File: src/rtl/writeback_arbiter_pkg.sv
// Shared types and default widths for the register-file writeback path.
// The widths mirror the project-wide word/register sizes.
package writeback_arbiter_pkg;

    localparam int DEF_WORD_BITS     = 32;
    localparam int DEF_REG_ADDR_BITS = 5;
    localparam int DEF_NUM_OF_REG    = 1 << DEF_REG_ADDR_BITS;

    // Source of the write issued in the current cycle.
    typedef enum logic [1:0] {
        SEL_NONE = 2'd0,
        SEL_LOAD = 2'd1,
        SEL_ALU  = 2'd2
    } selKind_e;

endpackage

File: src/rtl/writeback_arbiter_wb_fifo.sv
// Small synchronous FIFO of {addr,val} ALU results. It also exposes per-slot
// valid/addr so the parent can check for writes still in flight.
module wb_fifo #(
    parameter int DEPTH = 4,
    parameter int AW    = 5,
    parameter int DW    = 32
) (
    input  logic                     clk,
    input  logic                     rst,
    input  logic                     pushEn,
    input  logic                     popEn,
    input  logic [AW-1:0]            pushAddr,
    input  logic [DW-1:0]            pushVal,
    output logic                     full,
    output logic                     empty,
    output logic [AW-1:0]            headAddr,
    output logic [DW-1:0]            headVal,
    output logic [DEPTH-1:0]         entryValid,
    output logic [DEPTH-1:0][AW-1:0] entryAddr
);
    localparam int PW = $clog2(DEPTH);
    localparam logic [PW:0] FULL_CNT = (PW+1)'(DEPTH);

    logic [AW-1:0] addrMem [DEPTH];
    logic [DW-1:0] valMem  [DEPTH];
    logic [PW-1:0] wrPtr;
    logic [PW-1:0] rdPtr;
    logic [PW:0]   count;
    logic          pushOk;

    assign full     = (count == FULL_CNT);
    assign empty    = (count == '0);
    assign pushOk   = pushEn & ~full;
    assign headAddr = addrMem[rdPtr];
    assign headVal  = valMem[rdPtr];

    always_ff @(posedge clk) begin
        if (!rst) begin
            wrPtr <= '0;
            rdPtr <= '0;
            count <= '0;
        end else begin
            if (pushOk) wrPtr <= wrPtr + PW'(1);
            if (popEn)  rdPtr <= rdPtr + PW'(1);
            count <= count + {{PW{1'b0}}, pushOk} - {{PW{1'b0}}, popEn};
        end
    end

    always_ff @(posedge clk) begin
        if (pushOk) begin
            addrMem[wrPtr] <= pushAddr;
            valMem[wrPtr]  <= pushVal;
        end
    end

    // A slot is live when its distance from the read pointer is below the occupancy.
    for (genvar gi = 0; gi < DEPTH; gi++) begin : gEntry
        logic [PW-1:0] offset;
        assign offset         = PW'(gi) - rdPtr;
        assign entryValid[gi] = ({1'b0, offset} < count);
        assign entryAddr[gi]  = addrMem[gi];
    end

endmodule

File: src/rtl/writeback_arbiter.sv
// Merges queued ALU results and load returns onto the register-file write port,
// with a starvation cap on loads and RAW pending flags for decode.
module writeback_arbiter
    import writeback_arbiter_pkg::*;
#(
    parameter int WORD_BITS     = DEF_WORD_BITS,
    parameter int REG_ADDR_BITS = DEF_REG_ADDR_BITS,
    parameter int FIFO_DEPTH    = 4,
    parameter int STARVE_LIMIT  = 3
) (
    input  logic                     clk,
    input  logic                     rst,
    input  logic                     iAluValid,
    output logic                     oAluReady,
    input  logic [REG_ADDR_BITS-1:0] iAluDstAddr,
    input  logic [WORD_BITS-1:0]     iAluVal,
    input  logic                     iLdValid,
    output logic                     oLdReady,
    input  logic [REG_ADDR_BITS-1:0] iLdDstAddr,
    input  logic [WORD_BITS-1:0]     iLdVal,
    output logic [REG_ADDR_BITS-1:0] oDstAddr,
    output logic [WORD_BITS-1:0]     oDstVal,
    output logic                     oDstValid,
    input  logic [REG_ADDR_BITS-1:0] iQry0Addr,
    input  logic [REG_ADDR_BITS-1:0] iQry1Addr,
    output logic                     oPend0,
    output logic                     oPend1
);
    localparam int SW = $clog2(STARVE_LIMIT + 1);
    localparam logic [SW-1:0] STARVE_MAX = SW'(STARVE_LIMIT);

    logic                                     fifoFull;
    logic                                     fifoEmpty;
    logic                                     pushEn;
    logic                                     popEn;
    logic [REG_ADDR_BITS-1:0]                 headAddr;
    logic [WORD_BITS-1:0]                     headVal;
    logic [FIFO_DEPTH-1:0]                    entryValid;
    logic [FIFO_DEPTH-1:0][REG_ADDR_BITS-1:0] entryAddr;
    logic [SW-1:0]                            starveCnt;
    logic                                     forceAlu;
    selKind_e                                 sel;
    logic [REG_ADDR_BITS-1:0]                 selAddr;
    logic [WORD_BITS-1:0]                     selVal;
    logic [1:0][REG_ADDR_BITS-1:0]            qryAddr;
    logic [1:0]                               pend;

    wb_fifo #(
        .DEPTH (FIFO_DEPTH),
        .AW    (REG_ADDR_BITS),
        .DW    (WORD_BITS)
    ) uFifo (
        .clk        (clk),
        .rst        (rst),
        .pushEn     (pushEn),
        .popEn      (popEn),
        .pushAddr   (iAluDstAddr),
        .pushVal    (iAluVal),
        .full       (fifoFull),
        .empty      (fifoEmpty),
        .headAddr   (headAddr),
        .headVal    (headVal),
        .entryValid (entryValid),
        .entryAddr  (entryAddr)
    );

    // Loads win unless they have already starved a non-empty ALU queue too long.
    always_comb begin
        forceAlu = (starveCnt == STARVE_MAX) && !fifoEmpty;
        sel      = SEL_NONE;
        selAddr  = iLdDstAddr;
        selVal   = iLdVal;
        if (!rst) begin
            sel = SEL_NONE;
        end else if (iLdValid && !forceAlu) begin
            sel = SEL_LOAD;
        end else if (!fifoEmpty) begin
            sel     = SEL_ALU;
            selAddr = headAddr;
            selVal  = headVal;
        end
    end

    assign oAluReady = rst & ~fifoFull;
    assign oLdReady  = rst & ~forceAlu;
    assign pushEn    = iAluValid & oAluReady;
    assign popEn     = (sel == SEL_ALU);

    always_ff @(posedge clk) begin
        if (!rst) begin
            starveCnt <= '0;
        end else if (popEn || fifoEmpty) begin
            starveCnt <= '0;
        end else if (sel == SEL_LOAD && starveCnt != STARVE_MAX) begin
            starveCnt <= starveCnt + SW'(1);
        end
    end

    // Writes to r0 are swallowed: they still consume their slot but never enable the port.
    always_ff @(posedge clk) begin
        if (!rst) begin
            oDstValid <= 1'b0;
            oDstAddr  <= '0;
            oDstVal   <= '0;
        end else begin
            oDstValid <= (sel != SEL_NONE) && (selAddr != '0);
            if (sel != SEL_NONE) begin
                oDstAddr <= selAddr;
                oDstVal  <= selVal;
            end
        end
    end

    assign qryAddr[0] = iQry0Addr;
    assign qryAddr[1] = iQry1Addr;

    for (genvar gi = 0; gi < 2; gi++) begin : gPend
        logic [FIFO_DEPTH-1:0] hit;
        for (genvar gj = 0; gj < FIFO_DEPTH; gj++) begin : gHit
            assign hit[gj] = entryValid[gj] && (entryAddr[gj] == qryAddr[gi]);
        end
        assign pend[gi] = (qryAddr[gi] != '0) &&
                          ((|hit) || (oDstValid && (oDstAddr == qryAddr[gi])));
    end

    assign oPend0 = pend[0];
    assign oPend1 = pend[1];

endmodule

File: config.mk
export PLATFORM = sky130hd
export DESIGN_NAME = writeback_arbiter
export DESIGN_NICKNAME = d
export VERILOG_FILES = /design/src/rtl/writeback_arbiter_pkg.sv /design/src/rtl/writeback_arbiter_wb_fifo.sv /design/src/rtl/writeback_arbiter.sv
export SDC_FILE = /design/constraint.sdc
export NUM_CORES = 1
export LEC_CHECK = 0
export CORE_MARGIN = 8
export CORE_UTILIZATION = 55
export CTS_BUF_LIST = sky130_fd_sc_hd__clkbuf_4 sky130_fd_sc_hd__clkbuf_8
export DETAILED_ROUTE_END_ITERATION = 10
export PLACE_DENSITY = 0.81
export SYNTH_ARGS = -nofsm -noshare
export SYNTH_HDL_FRONTEND = slang
export SYNTH_HIERARCHICAL = 1
export SYNTH_SLANG_ARGS = --single-unit
File: constraint.sdc
create_clock -name clk -period 4.6 [get_ports clk]
set_input_delay 0.69 -clock clk [delete_from_list [all_inputs] [get_ports clk]]
set_output_delay 0.69 -clock clk [all_outputs]
set_load 0.05 [all_outputs]
# Word-level counts from Yosys, hierarchy flattened
# Memories as Yosys holds them, arrays and structs flattened. A register that Yosys moved wholly into a read port is not among the register bits.
# Index checks and enable logic that the tools add are counted.
[word_totals] mem_bits_rw=148 wordCells=87 n_memories=2 out_inout_bits=42 register_bits=47
[op_classes] n_reduce_logical=29 mux=14 addsub=9 n_bitwise=7 eq_ne=15 magnitude_cmp=4
[mem_list] memory="uFifo.valMem" words=4 width=32 read_ports=1 rd_ports_with_merged_regs=1 write_ports=1 line_no="writeback_arbiter_wb_fifo.sv:25" source="logic [DW-1:0] valMem [DEPTH];"
[mem_list] memory="uFifo.addrMem" words=4 width=5 read_ports=5 rd_ports_with_merged_regs=1 write_ports=1 line_no="writeback_arbiter_wb_fifo.sv:24" source="logic [AW-1:0] addrMem [DEPTH];"
[ops] operator="2-to-1 mux 32 bit" count=2
[ops] operator="== test 5 bit" count=10
[ops] operator="logical AND 1 bit" count=16
[ops] operator="2-to-1 mux 5 bit" count=3
[ops] operator="nonzero test 5 bit" count=3
[ops] operator="2-to-1 mux 2 bit" count=7
[ops] operator="less-than comparator 2 x 3 -> 1 bit" count=4
[ops] operator="OR reduction 4 bit" count=2
[ops] operator="adder 2 x 1 -> 2 bit, second input constant" count=3
[ops] operator="bitwise AND 1 bit" count=4
[ops] operator="== test 2 bit, second input constant" count=2
[ops] operator="subtractor 1 x 2 -> 2 bit, first input constant" count=2
[ops] operator="subtractor 2 bit, first input constant" count=2
[ops] operator="adder 3 x 1 -> 3 bit" count=1
[ops] operator="== test 3 bit, second input constant" count=1
[ops] operator="logical NOT 3 bit" count=1
[ops] operator="logical OR 1 bit" count=3
[ops] operator="NOT 1 bit" count=3
[ops] operator="subtractor 3 x 1 -> 3 bit" count=1
[ops] operator="== test 2 x 1 -> 1 bit, second input constant" count=1
[ops] operator="logical NOT 1 bit" count=2
[ops] operator="2-to-1 mux 1 bit" count=2
[ops] operator="!= test 2 bit, second input constant" count=1
[ops] operator="nonzero test 2 bit" count=1
[ops] operator="OR reduction 2 bit" count=1

# Depth between registers and ports, before layout
[depth] word_depth=10 depth_mapped=13 ltp_nobuf=12

# Hierarchy
# The synthesis kept the hierarchy.
[by_module_without_submodules] module="wb_fifo" cells_each=258 area_each_um2=5984.5 n_inst=1 seq_area_each_um2=4624.4
[by_module_without_submodules] module="writeback_arbiter" cells_each=272 area_each_um2=2596.2 n_inst=1 seq_area_each_um2=800.8

# Least setup slack after synthesis
# OpenSTA, ideal clock, no wires.
[synth_path] kind="input to register" from="input port rst" to="register uFifo.count[2]" required_ps=4485 t_arrival_ps=3175 path_slack_ps=1310 setup_time_ps=115 stages=12 cell_sequence="nor2b_1 > and2_1 > nor2b_1 > buf_2 > inv_1 > ha_1 > inv_1 > ha_1 > fa_1 > xnor2_1 > xnor2_1 > and2_1"
[synth_via] elab_chain_cells=5 word_cells_on_any_way=7 classes_between="2 x add/sub; 1 x eq/ne; 1 x mux; 3 x bitwise"
[synth_rtl] element="start, declared" line_no="writeback_arbiter.sv:12" source="input logic rst,"
[synth_rtl] element="bitwise AND 1 bit" line_no="writeback_arbiter.sv:84" source="assign oAluReady = rst & ~fifoFull;"
[synth_rtl] element="bitwise AND 1 bit" line_no="writeback_arbiter.sv:86" source="assign pushEn = iAluValid & oAluReady;"
[synth_rtl] element="net pushEn" line_no="writeback_arbiter.sv:34" source="logic pushEn;"
[synth_rtl] element="bitwise AND 1 bit" line_no="writeback_arbiter_wb_fifo.sv:33" source="assign pushOk = pushEn & ~full;"
[synth_rtl] element="adder 3 x 1 -> 3 bit" line_no="writeback_arbiter_wb_fifo.sv:45" source="count <= count + {{PW{1'b0}}, pushOk} - {{PW{1'b0}}, popEn};"
[synth_rtl] element="subtractor 3 x 1 -> 3 bit" line_no="writeback_arbiter_wb_fifo.sv:45"
[synth_rtl] element="end signal, assigned" line_no="writeback_arbiter_wb_fifo.sv:45"
[synth_rtl] element="end, declared" line_no="writeback_arbiter_wb_fifo.sv:28" source="logic [PW:0] count;"
# The timed path passes the listed nets, and every way through them passes these cells.
# A chain may end at the register's enable or synchronous reset.

# Final worst setup path
[layout_path] from="input port iQry1Addr[3]" to="output port oPend1"
[layout_via] elab_chain_cells=5 word_cells_on_any_way=14 classes_between="5 x eq/ne; 9 x reduce/logical"
[layout_rtl] element="start, declared" line_no="writeback_arbiter.sv:25" source="input logic [REG_ADDR_BITS-1:0] iQry1Addr,"
[layout_rtl] element="== test 5 bit" line_no="writeback_arbiter.sv:120" source="assign hit[gj] = entryValid[gj] && (entryAddr[gj] == qryAddr[gi]);"
[layout_rtl] element="logical AND 1 bit" line_no="writeback_arbiter.sv:120"
[layout_rtl] element="OR reduction 4 bit" line_no="writeback_arbiter.sv:123" source="((|hit) || (oDstValid && (oDstAddr == qryAddr[gi])));"
[layout_rtl] element="logical OR 1 bit" line_no="writeback_arbiter.sv:123"
[layout_rtl] element="logical AND 1 bit *" line_no="writeback_arbiter.sv:122" source="assign pend[gi] = (qryAddr[gi] != '0) &&"
[layout_rtl] element="end, declared" line_no="writeback_arbiter.sv:27" source="output logic oPend1"
# Mark *: on every way between the ends. The rest lies on a longest branch, timed or not.

==> results.json <==
{
  "power_density_nw_per_um2": 445,
  "htreeDepth": 4,
  "slew_headroom_pct": 27.8,
  "worstPathCellList": "clkdlybuf4s50_1, xor2_1, nor4_1, nand3_1, nand3_1, o22a_1, clkdlybuf4s50_1",
  "holdPathStages": 1,
  "port-buffer-count": 129,
  "status": "completed",
  "layout_worst_path_cycle_share_pct": 79.9,
  "clock_path_buffers": 2,
  "clock.fmax_ghz": 0.272,
  "cts_sinks": 197,
  "post_cts_buffers": 0,
  "grt_usage_pct": 18.8,
  "synth_top_family_by_area": "multiplexers",
  "critPathMaxFanout": 6,
  "cts_root_buf": "clkbuf_8",
  "synth_xor_area_share_pct": 5.61,
  "vdd_drop_max_mv": 0.283,
  "min_period_ns": 3.67,
  "hp-start": "starveCnt[0]",
  "leakage_nw": 3.77,
  "seq_area_frac_synth_pct": 63.2,
  "crit_path_start_kind": "input pin",
  "synth_edf_count": 148,
  "fp.dieH_um": 141,
  "synthMostInstantiatedCell": "edfxtp_1",
  "synth-adder-area-share_pct": 1.84,
  "drive_gt1_share_pct": 12.3,
  "grt_max_degree": 52,
  "fillers": 1030,
  "grt_pass1_vias": 5185,
  "synthArstFlopShare_pct": 0,
  "synth_area_um2": 8580,
  "post_cts_resized": 0,
  "setup_viol": 0,
  "critPathRequiredTime_ns": 3.91,
  "worstMarginPinSlew_ns": 1.08,
  "fin_tns_setup_ns": 0,
  "synthSimpleGateAreaFrac_pct": 5.85,
  "yosys_register_bits": 197,
  "ant_nets": 0,
  "synth.mux.area_fraction_pct": 14.6,
  "dp_hpwl_mm": 12.4,
  "arrival_ns": 2.98,
  "clk_pin_slew_ns": 0.10,
  "synth_compound_area_share_pct": 5.13,
  "r2r_end": "uFifo/count[2]",
  "grt_overflow": 0,
  "synth_top_area_share_pct": 51.8,
  "vias": 4837,
  "drc": 0,
  "core_area_um2": 15200,
  "layout.nets": 746,
  "grt_pass1_wl_mm": 28.4,
  "hp-class": "register to register",
  "cts_buffers": 17,
  "clk_latency_ns": 0.45,
  "ios": 130,
  "synthTopCellsByArea": "edfxtp_1 52%, dfxtp_1 11%, mux4_2 7.9%, mux2i_1 4.5%, o211a_1 4.3%",
  "rsz0062_at_grt": "false",
  "gp_congestion": 0.857,
  "avgSynthCellArea_um2": 16.2,
  "end_kind": "output pin",
  "tritoncts": "done",
  "rr_worst_depth": 12,
  "ys_top_cells_by_count": "148 x edfxtp_1, 49 x dfxtp_1, 46 x nand2_1, 41 x xor2_1, 39 x mux2i_1",
  "area_delta_synth_final_pct": 19.3,
  "instances_no_fill": 848,
  "slew_violations": 0,
  "avgRoutedWirePerCell_um": 21.4,
  "totalWireLength_mm": 18.2,
  "slowest_delay_ns": 0.80,
  "crit_slowest_cell": "clkdlybuf4s50_1",
  "die_w_um": 141,
  "viasPerCell": 5.70,
  "holdBufCountCts": 0,
  "rows": 45,
  "worst_clock_skew_ns": 0.00989,
  "maxCapViolCount": 0,
  "start_util_pct": 56.4,
  "first_pass_iters": 4,
  "synth_top_area_cell": "edfxtp_1",
  "synth_flop_cell": "edfxtp_1",
  "ys_warn_count": 6,
  "die_area_um2": 19900,
  "crit_type": "input pin to output pin",
  "synth_nets": 630,
  "placed_cells": 815,
  "syn_inst": 530,
  "drtIter0Drc": 243,
  "min_to": "starveCnt[0]",
  "hold_violations": 0,
  "r2r_start": "uFifo/count[2]",
  "fin_util_pct": 67.3,
  "r2r_slack_ns": 1.72,
  "antenna_found_initial": 0,
  "synth_cell_types": 40
}
-- placed cells by master (no fill, tap or decap), types with 5 or more instances in the layout --
master and instances:
mux2i_1 39, nand2_1 46, ha_1 11, and2_1 7, mux4_2 30, o211a_1 37
dfxtp_1 47, xor2_1 41, clkbuf_8 17, nand3_1 13, edfxtp_1 148, clkdlybuf4s50_1 128
mux4_1 7, inv_1 8, clkinvlp_4 5, nor4_1 10, xnor2_1 14
-- kinds of logic (layout without fill, tap and decap cells) --
logic type,Yosys count,count (layout)
flops,197,197
mux,76,76
xor+xnor,55,55
buf+inv,45,174
fa+ha+maj,12,12
compound gates,47,47
other cells,0,1
simple gates,98,98
-- how the worst max path moves through the flow --
| stage | startpoint | to | slack, ns | cells past startpoint |
|---|---|---|---|---|
| floorplan | rst | uFifo/count[2] | 1.31 | 12 |
| global placement | iQry0Addr[4] | oPend0 | 0.94 | 7 |
| detailed placement | iQry0Addr[3] | oPend0 | 0.94 | 7 |
| CTS | iQry0Addr[3] | oPend0 | 0.92 | 7 |
| global route | iQry0Addr[3] | oPend0 | 0.79 | 7 |
| finish | iQry1Addr[3] | oPend1 | 0.93 | 7 |
-- area by class of cell --
type	instances	area (um2)	area share, %
sequential	197	5430	53.0
multi-input combinational	288	2840	27.7
timing repair buffer	133	1320	12.9
tap	188	235	2.30
clock buffer	17	234	2.29
clock inverter	15	146	1.43
inverter	9	33.8	0.330
antenna	1	2.50	0.0245
-- metal layers --
metal  global-route usage (%)  up-vias  share of wire, %
li1                         -     2245                 -
met1                     22.0     2420                40
met2                     32.9      151                53
met3                     4.76       21               5.5
met4                     6.33        0               1.3
met5                        0        -                 0
-- critical path: cells and delay by family --
family	cells	cell delay [ns]
and+or+nand+nor	3	0.51
xor gates and xnor gates	1	0.23
AOI/OAI and AO/OA	1	0.15
buffers and inverters	2	1.39
-- metrics by stage --
stage / total power [mW] / cell area, um2 / worst slack [ns] / hold WS (ns)
4_1_cts: 4.60 / 10200 / 0.922 / 0.439
6_report: 4.55 / 10200 / 0.926 / 0.443
3_3_place_gp: 3.51 / 9850 / 0.940 / 0.413
3_5_place_dp: 3.56 / 9850 / 0.937 / 0.425
5_1_grt: 4.76 / 10200 / 0.788 / 0.473
2_1_floorplan: 3.20 / 8580 / 1.31 / 0.406
-- state kept, by name (all words and copies together) (netlist names), named ones only --
name and flops:
oDstAddr 5, oDstVal 32, oDstValid 1, starveCnt 2, uFifo/addrMem 20, uFifo/count 3, uFifo/rdPtr 2, uFifo/valMem 128
uFifo/wrPtr 2
-- report_power, final --
part           leakage (nW)  internal (mW)  switching (mW)  total [mW]
Clock                 0.177          0.440           0.609        1.05
Combinational          1.84          0.571           0.733        1.30
Sequential             1.75           2.07           0.128        2.20
No activity file was read; power rests on OpenSTA's default activity.
